**config.mk**
```make
export PLATFORM = sky130hd
export DESIGN_NAME = subservient_sram_ctrl
export DESIGN_NICKNAME = d
export VERILOG_FILES = /design/src/rtl/subservient_sram_ctrl.sv
export SDC_FILE = /design/constraint.sdc
export NUM_CORES = 1
export LEC_CHECK = 0
export CORE_MARGIN = 2
export CORE_UTILIZATION = 44
export DETAILED_ROUTE_END_ITERATION = 6
export PLACE_DENSITY = 0.84
export SKIP_LAST_GASP = 1
export SLEW_MARGIN = 30
export SYNTH_ARGS = -nofsm -noshare
export SYNTH_HDL_FRONTEND = slang
export SYNTH_SLANG_ARGS = --single-unit
```
**constraint.sdc**
```tcl
create_clock -name i_clk -period 4.79 [get_ports i_clk]
set_input_delay 0.958 -clock i_clk [delete_from_list [all_inputs] [get_ports i_clk]]
set_output_delay 0.958 -clock i_clk [all_outputs]
set_load 0.01 [all_outputs]
```
**src/rtl/subservient_sram_ctrl.sv**
```systemverilog
// Two-port Wishbone-to-byte-SRAM controller for the subservient SoC.
// Port A (CPU) and port B (debug) share one byte-wide SRAM through a
// round-robin arbiter; every 32-bit access becomes four byte cycles.
//
// state  | meaning
// -------+-----------------------------------------------------------
// IDLE   | wait for a strobe, arbitrate, latch the request
// WRITE  | one byte per cycle, cnt 0..3, wen follows the byte enable
// READ   | one byte read per cycle, cnt 0..3, capture previous byte
// RLAST  | capture the final read byte (SRAM has one cycle latency)
// ACK    | one-cycle acknowledge to the granted port
module subservient_sram_ctrl #(
    parameter int memsize = 512,
    parameter int aw      = $clog2(memsize)
) (
    input  logic          i_clk,
    input  logic          i_rst_n,
    input  logic [31:0]   i_wb_a_adr,
    input  logic [31:0]   i_wb_a_dat,
    input  logic [3:0]    i_wb_a_sel,
    input  logic          i_wb_a_we,
    input  logic          i_wb_a_stb,
    output logic [31:0]   o_wb_a_rdt,
    output logic          o_wb_a_ack,
    input  logic [31:0]   i_wb_b_adr,
    input  logic [31:0]   i_wb_b_dat,
    input  logic [3:0]    i_wb_b_sel,
    input  logic          i_wb_b_we,
    input  logic          i_wb_b_stb,
    output logic [31:0]   o_wb_b_rdt,
    output logic          o_wb_b_ack,
    output logic [aw-1:0] o_sram_waddr,
    output logic [7:0]    o_sram_wdata,
    output logic          o_sram_wen,
    output logic [aw-1:0] o_sram_raddr,
    input  logic [7:0]    i_sram_rdata,
    output logic          o_sram_ren
);

    // Word-address width; kept at least one bit so a 4-byte SRAM still elaborates.
    localparam int PW = (aw > 2) ? aw - 2 : 1;

    typedef enum logic [2:0] {
        S_IDLE,
        S_WRITE,
        S_READ,
        S_RLAST,
        S_ACK
    } state_t;

    state_t        state_q, state_d;
    logic [1:0]    cnt_q, cnt_d;
    logic [PW-1:0] page_q, page_d;
    logic [31:0]   dat_q, dat_d;
    logic [3:0]    sel_q, sel_d;
    logic          last_grant_q, last_grant_d;   // 1 = port B
    logic [31:0]   rdt_q, rdt_d;
    logic [aw-1:0] waddr_q, waddr_d;
    logic [7:0]    wdata_q, wdata_d;
    logic          wen_q, wen_d;
    logic [aw-1:0] raddr_q, raddr_d;
    logic          ren_q, ren_d;
    logic          ack_a_q, ack_a_d;
    logic          ack_b_q, ack_b_d;
    logic          pick_b;

    // Address bits outside the SRAM word range are deliberately ignored (aliasing).
    logic unused_adr;
    assign unused_adr = ^{i_wb_a_adr[31:aw], i_wb_a_adr[1:0],
                          i_wb_b_adr[31:aw], i_wb_b_adr[1:0]};

    function automatic logic [aw-1:0] byte_addr(input logic [PW-1:0] p, input logic [1:0] c);
        logic [PW+1:0] full;
        full = {p, c};
        return full[aw-1:0];
    endfunction

    // Next-state logic; SRAM and ack outputs are derived from the next state so they leave flops.
    always_comb begin
        state_d      = state_q;
        cnt_d        = cnt_q;
        page_d       = page_q;
        dat_d        = dat_q;
        sel_d        = sel_q;
        last_grant_d = last_grant_q;
        rdt_d        = rdt_q;
        waddr_d      = waddr_q;
        wdata_d      = wdata_q;
        raddr_d      = raddr_q;
        wen_d        = 1'b0;
        ren_d        = 1'b0;
        ack_a_d      = 1'b0;
        ack_b_d      = 1'b0;
        pick_b       = i_wb_b_stb && (!i_wb_a_stb || !last_grant_q);

        case (state_q)
            S_IDLE: begin
                if (i_wb_a_stb || i_wb_b_stb) begin
                    last_grant_d = pick_b;
                    cnt_d        = 2'd0;
                    if (pick_b) begin
                        page_d  = i_wb_b_adr[PW+1:2];
                        dat_d   = i_wb_b_dat;
                        sel_d   = i_wb_b_sel;
                        state_d = i_wb_b_we ? S_WRITE : S_READ;
                    end else begin
                        page_d  = i_wb_a_adr[PW+1:2];
                        dat_d   = i_wb_a_dat;
                        sel_d   = i_wb_a_sel;
                        state_d = i_wb_a_we ? S_WRITE : S_READ;
                    end
                end
            end
            S_WRITE: begin
                cnt_d = cnt_q + 2'd1;
                if (cnt_q == 2'd3) state_d = S_ACK;
            end
            S_READ: begin
                cnt_d = cnt_q + 2'd1;
                case (cnt_q)
                    2'd1:    rdt_d[7:0]   = i_sram_rdata;
                    2'd2:    rdt_d[15:8]  = i_sram_rdata;
                    2'd3:    rdt_d[23:16] = i_sram_rdata;
                    default: ;
                endcase
                if (cnt_q == 2'd3) state_d = S_RLAST;
            end
            S_RLAST: begin
                rdt_d[31:24] = i_sram_rdata;
                state_d      = S_ACK;
            end
            S_ACK: begin
                state_d = S_IDLE;
            end
            default: begin
                state_d = S_IDLE;
            end
        endcase

        if (state_d == S_WRITE) begin
            wen_d   = sel_d[cnt_d];
            waddr_d = byte_addr(page_d, cnt_d);
            wdata_d = dat_d[{cnt_d, 3'b000} +: 8];
        end
        if (state_d == S_READ) begin
            ren_d   = 1'b1;
            raddr_d = byte_addr(page_d, cnt_d);
        end
        if (state_d == S_ACK) begin
            ack_a_d = !last_grant_d;
            ack_b_d = last_grant_d;
        end
    end

    // State and output registers; reset aborts any access in flight.
    always_ff @(posedge i_clk or negedge i_rst_n) begin
        if (!i_rst_n) begin
            state_q      <= S_IDLE;
            cnt_q        <= 2'd0;
            page_q       <= '0;
            dat_q        <= '0;
            sel_q        <= '0;
            last_grant_q <= 1'b1;
            rdt_q        <= '0;
            waddr_q      <= '0;
            wdata_q      <= '0;
            wen_q        <= 1'b0;
            raddr_q      <= '0;
            ren_q        <= 1'b0;
            ack_a_q      <= 1'b0;
            ack_b_q      <= 1'b0;
        end else begin
            state_q      <= state_d;
            cnt_q        <= cnt_d;
            page_q       <= page_d;
            dat_q        <= dat_d;
            sel_q        <= sel_d;
            last_grant_q <= last_grant_d;
            rdt_q        <= rdt_d;
            waddr_q      <= waddr_d;
            wdata_q      <= wdata_d;
            wen_q        <= wen_d;
            raddr_q      <= raddr_d;
            ren_q        <= ren_d;
            ack_a_q      <= ack_a_d;
            ack_b_q      <= ack_b_d;
        end
    end

    assign o_wb_a_rdt   = rdt_q;
    assign o_wb_b_rdt   = rdt_q;
    assign o_wb_a_ack   = ack_a_q;
    assign o_wb_b_ack   = ack_b_q;
    assign o_sram_waddr = waddr_q;
    assign o_sram_wdata = wdata_q;
    assign o_sram_wen   = wen_q;
    assign o_sram_raddr = raddr_q;
    assign o_sram_ren   = ren_q;

endmodule

```
==> impl_metrics.env, run 1 <==
export IMPL_htreeDepth=3
export IMPL_max_slew_margin=0.485
export IMPL_ir_worst_vdd_v=0.000376
export IMPL_ys_seq_elements=111
export IMPL_cp_data_arrival_time_ns=3.63
export IMPL_critPathRequiredTime_ns=5.01
export IMPL_final_util=0.636
export IMPL_power_density_nw_per_um2=703
export IMPL_synthesis_area_um2=5080
export IMPL_hpwl_um=9730
export IMPL_power_leakage_uw=0.00303
export IMPL_path_class="input pin to register"
export IMPL_fp_dieH_um=111
export IMPL_start_kind="input pin"
export IMPL_tightest_slew_ns=0.751
export IMPL_fin_area_um2=7200
export IMPL_period_needed_ns=3.41
export IMPL_antenna_cells=0
export IMPL_min_path_type="register to register"
export IMPL_top_level_ports=244
export IMPL_cts_max_path_buffers=2
export IMPL_drtPass1Iterations=4
export IMPL_cp_slowest_cell="a21bo_2"
export IMPL_clk_root_buffer_cell="clkbuf_16"
export IMPL_hold_viol_final=0
export IMPL_dieWidth_um=111
export IMPL_place_gp_congestion=0.899
export IMPL_clk_pin_slew_worst_paths_ns=0.07
export IMPL_post_place_ws_ns=1.02
export IMPL_cts_resized=0
export IMPL_drive_above_1_share=0.102
export IMPL_synth_warnings=0
export IMPL_cts_buffers=9
export IMPL_start_util=0.449
export IMPL_wire_per_inst_um=16.4
export IMPL_synthDistinctLibCells=44
export IMPL_synthToLayoutAreaGrowth_pct=41.8
export IMPL_timing_setup_tns_ns=0
export IMPL_rsz0062_at_grt="no"
export IMPL_grt_pass1_wl_um=21200
export IMPL_crit_buf_inv=1
export IMPL_routed_via_density=5.29
export IMPL_grt_start_max_net_pins=90
export IMPL_gr_total_overflow=0
export IMPL_post_cts_setup_buffers=0
export IMPL_rows=39
export IMPL_yosys_area_top_type="dfrtp_1"
export IMPL_crit_fanout=36
export IMPL_syn_avg_cell_area_um2=10.2
export IMPL_grt_total_usage=0.210
export IMPL_setup_viol=0
export IMPL_cap_violations=0
export IMPL_fmax_ghz=0.293
export IMPL_drtAntennaViolNets=0
export IMPL_nets=798
export IMPL_layout_commonest_cell="clkdlybuf4s50_1"
export IMPL_finalPower_uw=5060
export IMPL_port_buffers=193
export IMPL_seq_area_frac_synth=0.547
export IMPL_fin_crit_sh=0.712
export IMPL_first_iter_violations=203
export IMPL_clk_latency_ns=0.34
export IMPL_status="complete, no violations"
export IMPL_grt_pass1_vias=4240
export IMPL_fin_skew_ns=0.0124
export IMPL_synth_area_leaders="dfrtp_1 54%, mux2_2 8.0%, buf_4 4.9%"
export IMPL_crit_path_end_kind="register"
export IMPL_placed_area_um2=6880
export IMPL_routed_wl_um=13000
export IMPL_dr_total_vias=4197
export IMPL_layout_common_cells="192 x clkdlybuf4s50_1, 110 x dfrtp_1, 59 x nor2_1, 55 x nand2_1, 36 x mux2_2"
export IMPL_path_delay_family="compound AO/OA/AOI/OAI gates"
export IMPL_die_area_um2=12400
export IMPL_cp_cell_sequence="clkdlybuf4s50_1 -> a21bo_2 -> nor2_1 -> o31ai_1 -> a21o_1 -> mux2_2"
export IMPL_setup_slack_ns=1.38
export IMPL_drcViolationCount=0
export IMPL_synth_top_area_frac=0.542
export IMPL_antenna_found_initial=0
export IMPL_fp_coreArea_um2=11300
export IMPL_synth_nets=651
export IMPL_syn_inst=498
export IMPL_cts_hold_buf=0
export IMPL_tritoncts="yes"
export IMPL_timing_final_max_slew_violations=0
export IMPL_max_stage_delay_ns=0.71
export IMPL_clock_sinks=111
## layer usage
metal	global-route usage	part of all wire	vias to the layer above
met5	0	0	-
met4	0.0848	0.027	0
met3	0.0381	0.053	23
met1	0.276	0.43	2047
li1	-	-	1992
met2	0.349	0.49	135
## metrics by stage
step                      instances  hold slack, ns
final                           793           0.481
after global routing            793           0.520
after CTS                       793           0.486
after detailed placement        777           0.470
after global placement          777           0.464
after floorplan                 498           0.460
## report_power, final
group / internal (uW) / total [uW] / switching, uW / leakage [uW]
clock: 439 / 775 / 336 / 0.000153
sequential: 1410 / 1680 / 271 / 0.00130
combinational: 1290 / 2610 / 1320 / 0.00158
## cell families (layout without fill, tap and decap cells)
logic type	count (synthesis)	count (layout)	share of synthesized area
and+or+nand+nor	158	158	0.134
DFF	111	111	0.547
AOI/OAI and AO/OA	108	108	0.134
buffers and inverters	73	225	0.0808
muxes	44	44	0.0956
adders and majority gates	3	3	0.00739
xor gates and xnor gates	1	1	0.00172
## state kept, by name (all words and copies together) (netlist names)
signal / count
last_grant_q: 1
o_sram_raddr: 9
o_sram_waddr: 9
o_wb_a_ack: 1
o_wb_b_ack: 1
o_sram_wdata: 8
o_wb_a_rdt: 32
page_q: 7
dat_q: 32
sel_q: 4
cnt_q: 2
o_sram_wen: 1
state_q: 3
o_sram_ren: 1
## final cells by class
type                            instances  area [um^2]
Fill cell                             907         4120
Sequential cell                       111         2780
Timing Repair Buffer                  196         1960
Multi-Input combinational cell        314         1920
Clock buffer                           11          253
Tap cell                              143          179
Clock inverter                          5         63.8
Inverter                               13         48.8
## final timing paths
kind                                        startpoint                           to  slack [ns]  cells past startpoint
hold / removal             o_sram_raddr[8]$_DFFE_PN0N_  o_sram_raddr[8]$_DFFE_PN0N_        0.48                      2
setup / recovery                            i_wb_a_stb  o_sram_raddr[0]$_DFFE_PN0N_        1.38                      6
hold reg to reg            o_sram_raddr[8]$_DFFE_PN0N_  o_sram_raddr[8]$_DFFE_PN0N_        0.48                      2
max in group asynchronous                      i_rst_n         state_q[2]$_DFF_PN0_        3.28                      2
min in group asynchronous                      i_rst_n           dat_q[9]$_DFF_PN0_        0.67                      1
setup reg to reg                  state_q[1]$_DFF_PN0_  o_sram_wdata[4]$_DFFE_PN0N_        1.96                      7
## worst min-delay path: cells and delay by family (launching register included)
| family | cells | cell delay (ns) |
|---|---|---|
| AND/OR/NAND/NOR | 1 | 0.05 |
| AO/OA/AOI/OAI | 1 | 0.06 |
| flip-flops | 1 | 0.34 |
## cells in the mapped netlist (all sizes together)
cell / number
o2111ai: 1
ha: 3
clkbuf: 13
nor2: 60
mux2: 36
and3: 3
dfstp: 1
dfrtp: 110
and2: 3
o311ai: 1
a21boi: 2
a221oi: 1
nand2b: 1
o311a: 1
nand3: 8
nand2: 55
o21a: 2
nand3b: 1
a21o: 2
a21bo: 1
or2: 1
o221a: 2
or3: 4
inv: 13
xnor2: 1
nor3b: 1
nor3: 19
buf: 47
mux2i: 8
o21ai: 26
nor4: 1
nor2b: 1
a22oi: 7
a211oi: 7
a31oi: 9
a21oi: 25
o22ai: 19
o31ai: 2
Power figures use the tool's default switching activity.
==> run 2: changes to the inputs <==
CORE_UTILIZATION = 37   (was 44)
PLACE_DENSITY = 0.75   (was 0.84)
clock period = 3 ns   (was 4.79 ns; I/O delays follow)
==> impl_metrics.env, run 2 (synthesized netlist as in run 1, its figures left out) <==
export IMPL_status="complete, no violations"
export IMPL_routed_via_density=4.99
export IMPL_tritoncts="yes"
export IMPL_power_density_nw_per_um2=1110
export IMPL_path_class="input pin to register"
export IMPL_cts_max_path_buffers=2
export IMPL_htreeDepth=3
export IMPL_drive_above_1_share=0.111
export IMPL_cts_hold_buf=0
export IMPL_crit_fanout=13
export IMPL_place_inst=819
export IMPL_wire_per_inst_um=16.3
export IMPL_setup_viol=0
export IMPL_pwr_share_seq=0.331
export IMPL_fin_area_um2=7300
export IMPL_routed_wl_um=13600
export IMPL_fin_crit_sh=0.834
export IMPL_fin_skew_ns=0.00919
export IMPL_timing_setup_tns_ns=0
export IMPL_drtAntennaViolNets=0
export IMPL_drcViolationCount=0
export IMPL_start_kind="input pin"
export IMPL_place_gp_congestion=0.856
export IMPL_fmax_ghz=0.400
export IMPL_top_level_ports=244
export IMPL_p_int_uw=4990
export IMPL_hold_slack_ns=0.207
export IMPL_tightest_slew_ns=0.748
export IMPL_layout_commonest_cell="clkdlybuf4s50_1"
export IMPL_clock_sinks=111
export IMPL_layout_common_cells="192 x clkdlybuf4s50_1, 110 x dfrtp_1, 59 x nor2_1, 55 x nand2_1, 36 x mux2_2"
export IMPL_pwr_share_comb=0.529
export IMPL_min_path_type="input pin to async pin"
export IMPL_critPathRequiredTime_ns=3.25
export IMPL_period_needed_ns=2.50
export IMPL_rows=42
export IMPL_synthToLayoutAreaGrowth_pct=43.8
export IMPL_hpwl_um=10300
export IMPL_antenna_cells=0
export IMPL_gr_total_overflow=0
export IMPL_cts_buffers=9
export IMPL_p_clk_frac=0.141
export IMPL_power_leakage_uw=0.00306
export IMPL_timing_final_max_slew_violations=0
export IMPL_grt_start_max_net_pins=73
export IMPL_placed_area_um2=7020
export IMPL_clk_root_buffer_cell="clkbuf_16"
export IMPL_fp_coreArea_um2=13300
export IMPL_ir_worst_vdd_v=0.000591
export IMPL_hold_viol_final=0
export IMPL_grt_pass1_vias=4198
export IMPL_post_cts_setup_buffers=0
export IMPL_first_iter_violations=284
export IMPL_grt_total_usage=0.188
export IMPL_max_slew_margin=0.487
export IMPL_cp_data_arrival_time_ns=2.75
export IMPL_clk_pin_slew_worst_paths_ns=0.07
export IMPL_final_util=0.547
export IMPL_dr_total_vias=4169
export IMPL_crit_path_end_kind="register"
export IMPL_cap_violations=0
export IMPL_start_util=0.380
export IMPL_antenna_found_initial=0
export IMPL_drtPass1Iterations=5
export IMPL_die_area_um2=14700
export IMPL_p_sw_uw=3110
export IMPL_nets=807
export IMPL_port_buffers=193
export IMPL_stdcell_count=835
export IMPL_clk_latency_ns=0.35
export IMPL_swShare=0.384
export IMPL_cts_resized=0
export IMPL_rsz0062_at_grt="no"
export IMPL_dieWidth_um=121
export IMPL_grt_pass1_wl_um=21700
export IMPL_fp_dieH_um=121
-- run 2: cell count changes in the layout (fill, tap and decap cells not counted), sizes merged --
cell / before / now
clkinv: 1 / 3
buf: 4 / 13
inv: 15 / 14
bufinv: 1 / 0
-- run 2: cell type report --
| cell class | count | area, um^2 |
|---|---|---|
| clock buffers | 11 | 243 |
| multi-input cells | 314 | 1910 |
| repair buffers | 205 | 2060 |
| inverters | 13 | 48.8 |
| flip-flops and latches | 111 | 2780 |
| clock inverters | 5 | 42.5 |
| well taps | 176 | 220 |
| fillers | 1184 | 6050 |
-- run 2: metrics by stage --
step | total power (uW) | worst slack (ns)
finish | 8100 | 0.497
global route | 8690 | 0.329
CTS | 8170 | 0.491
detailed placement | 7020 | 0.157
global placement | 6870 | 0.197
floorplan | 5190 | 0.866
-- run 2: worst paths after layout --
check,end,slack (ns),cells after the start,from
setup / recovery,o_sram_wen$_DFF_PN0_,0.50,6,i_wb_b_stb
max in group asynchronous,o_sram_raddr[0]$_DFFE_PN0N_,2.06,2,i_rst_n
hold / removal,dat_q[9]$_DFF_PN0_,0.21,1,i_rst_n
hold reg to reg,o_sram_raddr[8]$_DFFE_PN0N_,0.48,2,o_sram_raddr[8]$_DFFE_PN0N_
min in group i_clk,o_sram_raddr[8]$_DFFE_PN0N_,0.48,2,o_sram_raddr[8]$_DFFE_PN0N_
setup reg to reg,o_sram_wdata[7]$_DFFE_PN0N_,0.63,6,state_q[1]$_DFF_PN0_
-- run 2: per-layer routing --
layer | track usage | wire [um] | up-vias | part of all wire
li1 | - | - | 2005 | -
met4 | 0.0496 | 139 | 0 | 0.010
met1 | 0.254 | 5810 | 2021 | 0.43
met5 | 0 | 0 | - | 0
met3 | 0.0310 | 734 | 10 | 0.054
met2 | 0.316 | 6910 | 133 | 0.51
-- run 2: worst max-delay path, cell delays in order --
cell and delay, ns:
clkdlybuf4s50_1 0.56, a21boi_2 0.54, and2_1 0.28, o311a_1 0.48, o2111ai_1 0.18, o31ai_1 0.10
-- run 2: power by group through the flow --
stage               sequential (uW)  clock (uW)  combinational [uW]
finish                         2680        1140                4280
global route                   2780        1220                4690
CTS                            2690        1160                4320
detailed placement             2710           0                4310
global placement               2670           0                4200
floorplan                      2770           0                2420
==> run 3: changes to the inputs <==
CORE_UTILIZATION = 41   (was 37)
PLACE_DENSITY = 0.79   (was 0.75)
clock period = 2.6 ns   (was 3 ns; I/O delays follow)
==> impl_metrics.env, run 3 (synthesized netlist as in run 1, its figures left out) <==
export IMPL_cts_buffers=9
export IMPL_port_buffers=193
export IMPL_first_iter_violations=296
export IMPL_crit_path_end_kind="register"
export IMPL_path_class="input pin to register"
export IMPL_placed_area_um2=7150
export IMPL_drtAntennaViolNets=0
export IMPL_drive_above_1_share=0.126
export IMPL_fill_cells=973
export IMPL_place_inst=826
export IMPL_synthToLayoutAreaGrowth_pct=47.8
export IMPL_max_stage_delay_ns=0.50
export IMPL_dr_max_layer_used="met4"
export IMPL_cts_max_path_buffers=2
export IMPL_cp_cell_sequence="clkdlybuf4s50_1 -> nor4_1 -> or2_2 -> mux2_2 -> and2_0 -> a22oi_1 -> a21oi_1"
export IMPL_multiInputGateArea_um2=1910
export IMPL_cts_hold_buf=0
export IMPL_hpwl_um=10400
export IMPL_fp_dieH_um=115
export IMPL_gr_total_overflow=0
export IMPL_cts_resized=0
export IMPL_hold_viol_final=0
export IMPL_routed_via_density=5.11
export IMPL_drtPass1Iterations=4
export IMPL_clock_sinks=111
export IMPL_timing_final_max_slew_violations=0
export IMPL_post_cts_setup_buffers=0
export IMPL_wl_met3_um=806
export IMPL_r2r_cells=7
export IMPL_area_sequential_um2=2780
export IMPL_crit_fanout=7
export IMPL_ir_worst_vdd_v=0.000640
export IMPL_wire_per_inst_um=16.3
export IMPL_fin_skew_ns=0.0126
export IMPL_start_util=0.421
export IMPL_r2r_slack_ns=0.35
export IMPL_power_density_nw_per_um2=1320
export IMPL_hold_slack_ns=0.215
export IMPL_met2_length_um=6990
export IMPL_power_leakage_uw=0.00318
export IMPL_fin_crit_sh=0.933
export IMPL_htreeDepth=3
export IMPL_antenna_cells=0
export IMPL_layout_common_cells="192 x clkdlybuf4s50_1, 110 x dfrtp_1, 59 x nor2_1, 55 x nand2_1, 36 x mux2_2"
export IMPL_rsz0062_at_grt="no"
export IMPL_cp_data_arrival_time_ns=2.68
export IMPL_grt_start_max_net_pins=112
export IMPL_critPathRequiredTime_ns=2.85
export IMPL_clk_pin_slew_worst_paths_ns=0.07
export IMPL_layout_commonest_cell="clkdlybuf4s50_1"
export IMPL_r2r_end="o_sram_wdata[5]$_DFFE_PN0N_"
export IMPL_rows=40
export IMPL_path_delay_family="simple AND/OR/NAND/NOR gates"
export IMPL_dr_total_vias=4305
export IMPL_grt_pass1_vias=4355
export IMPL_die_area_um2=13300
export IMPL_crit_buf_inv=1
export IMPL_tritoncts="yes"
export IMPL_min_path_type="input pin to async pin"
export IMPL_cp_slowest_cell="clkdlybuf4s50_1"
export IMPL_antenna_found_initial=0
export IMPL_setup_viol=0
export IMPL_r2r_start="state_q[0]$_DFF_PN0_"
export IMPL_cap_violations=0
export IMPL_tightest_slew_ns=0.750
export IMPL_stdcell_count=842
export IMPL_max_slew_margin=0.485
export IMPL_routed_wl_um=13800
export IMPL_status="complete, no violations"
export IMPL_top_level_ports=244
export IMPL_fp_coreArea_um2=12100
export IMPL_fmax_ghz=0.412
export IMPL_drcViolationCount=0
export IMPL_grt_total_usage=0.211
export IMPL_nets=822
export IMPL_place_gp_congestion=0.922
export IMPL_start_kind="input pin"
export IMPL_wl_met1_um=5580
export IMPL_clk_latency_ns=0.34
export IMPL_fin_area_um2=7510
export IMPL_dieWidth_um=115
export IMPL_clk_root_buffer_cell="clkbuf_16"
export IMPL_grt_pass1_wl_um=21800
export IMPL_period_needed_ns=2.43
run 3: cell types whose count changed in the layout (fill, tap and decap cells not counted), sizes merged:
cell and change:
clkbuf +1, clkinv -3, inv -1, buf +15
bufinv +4, clkinvlp -1
run 3: worst register-to-register path: stages (launching register included):
cell and delay, ns:
dfrtp_1 0.39, buf_4 0.18, a21o_1 0.20, or2_2 0.29, a21boi_0 0.13, o22ai_1 0.55, a22oi_1 0.21, a21oi_1 0.21
run 3: cell type report:
type | count | share of cell area
sequential | 111 | 0.370
clock inverter | 4 | 0.0160
tap | 168 | 0.0280
inverter | 13 | 0.00650
clock buffer | 12 | 0.0315
multi-input combinational | 314 | 0.254
timing repair buffer | 220 | 0.294
run 3: worst max path at each step:
stage	start	to	slack (ns)	cells past startpoint
CTS	i_wb_b_stb	o_sram_wdata[5]$_DFFE_PN0N_	0.22	7
detailed placement	i_wb_b_stb	o_sram_wdata[1]$_DFFE_PN0N_	-0.08	8
finish	i_wb_b_stb	o_sram_wdata[5]$_DFFE_PN0N_	0.17	7
global placement	i_wb_a_stb	o_sram_wdata[0]$_DFFE_PN0N_	0.02	7
global route	i_wb_b_stb	o_sram_wdata[3]$_DFFE_PN0N_	0.09	8
floorplan	state_q[0]$_DFF_PN0_	o_sram_wdata[7]$_DFFE_PN0N_	0.47	7
run 3: power by group:
| part | total (uW) | leakage (uW) | internal, uW | switching [uW] |
|---|---|---|---|---|
| Clock | 1620 | 0.000171 | 1040 | 579 |
| Combinational | 5280 | 0.00171 | 2680 | 2600 |
| Sequential | 3030 | 0.00130 | 2600 | 433 |
run 3: layer usage:
layer	up-vias	GRT usage
met5	-	0
met4	0	0.0787
met3	26	0.0506
met2	158	0.355
met1	2077	0.266
li1	2044	-
run 3: stage by stage:
step	setup slack (ns)	TNS [ns]	util	power (uW)
after CTS	0.219	0	0.623	10000
after detailed placement	-0.0795	-0.529	0.593	8320
after floorplan	0.466	0	-	5990
final	0.175	0	0.623	9930
after global placement	0.0221	0	0.593	8120
after global routing	0.0905	0	0.623	10600
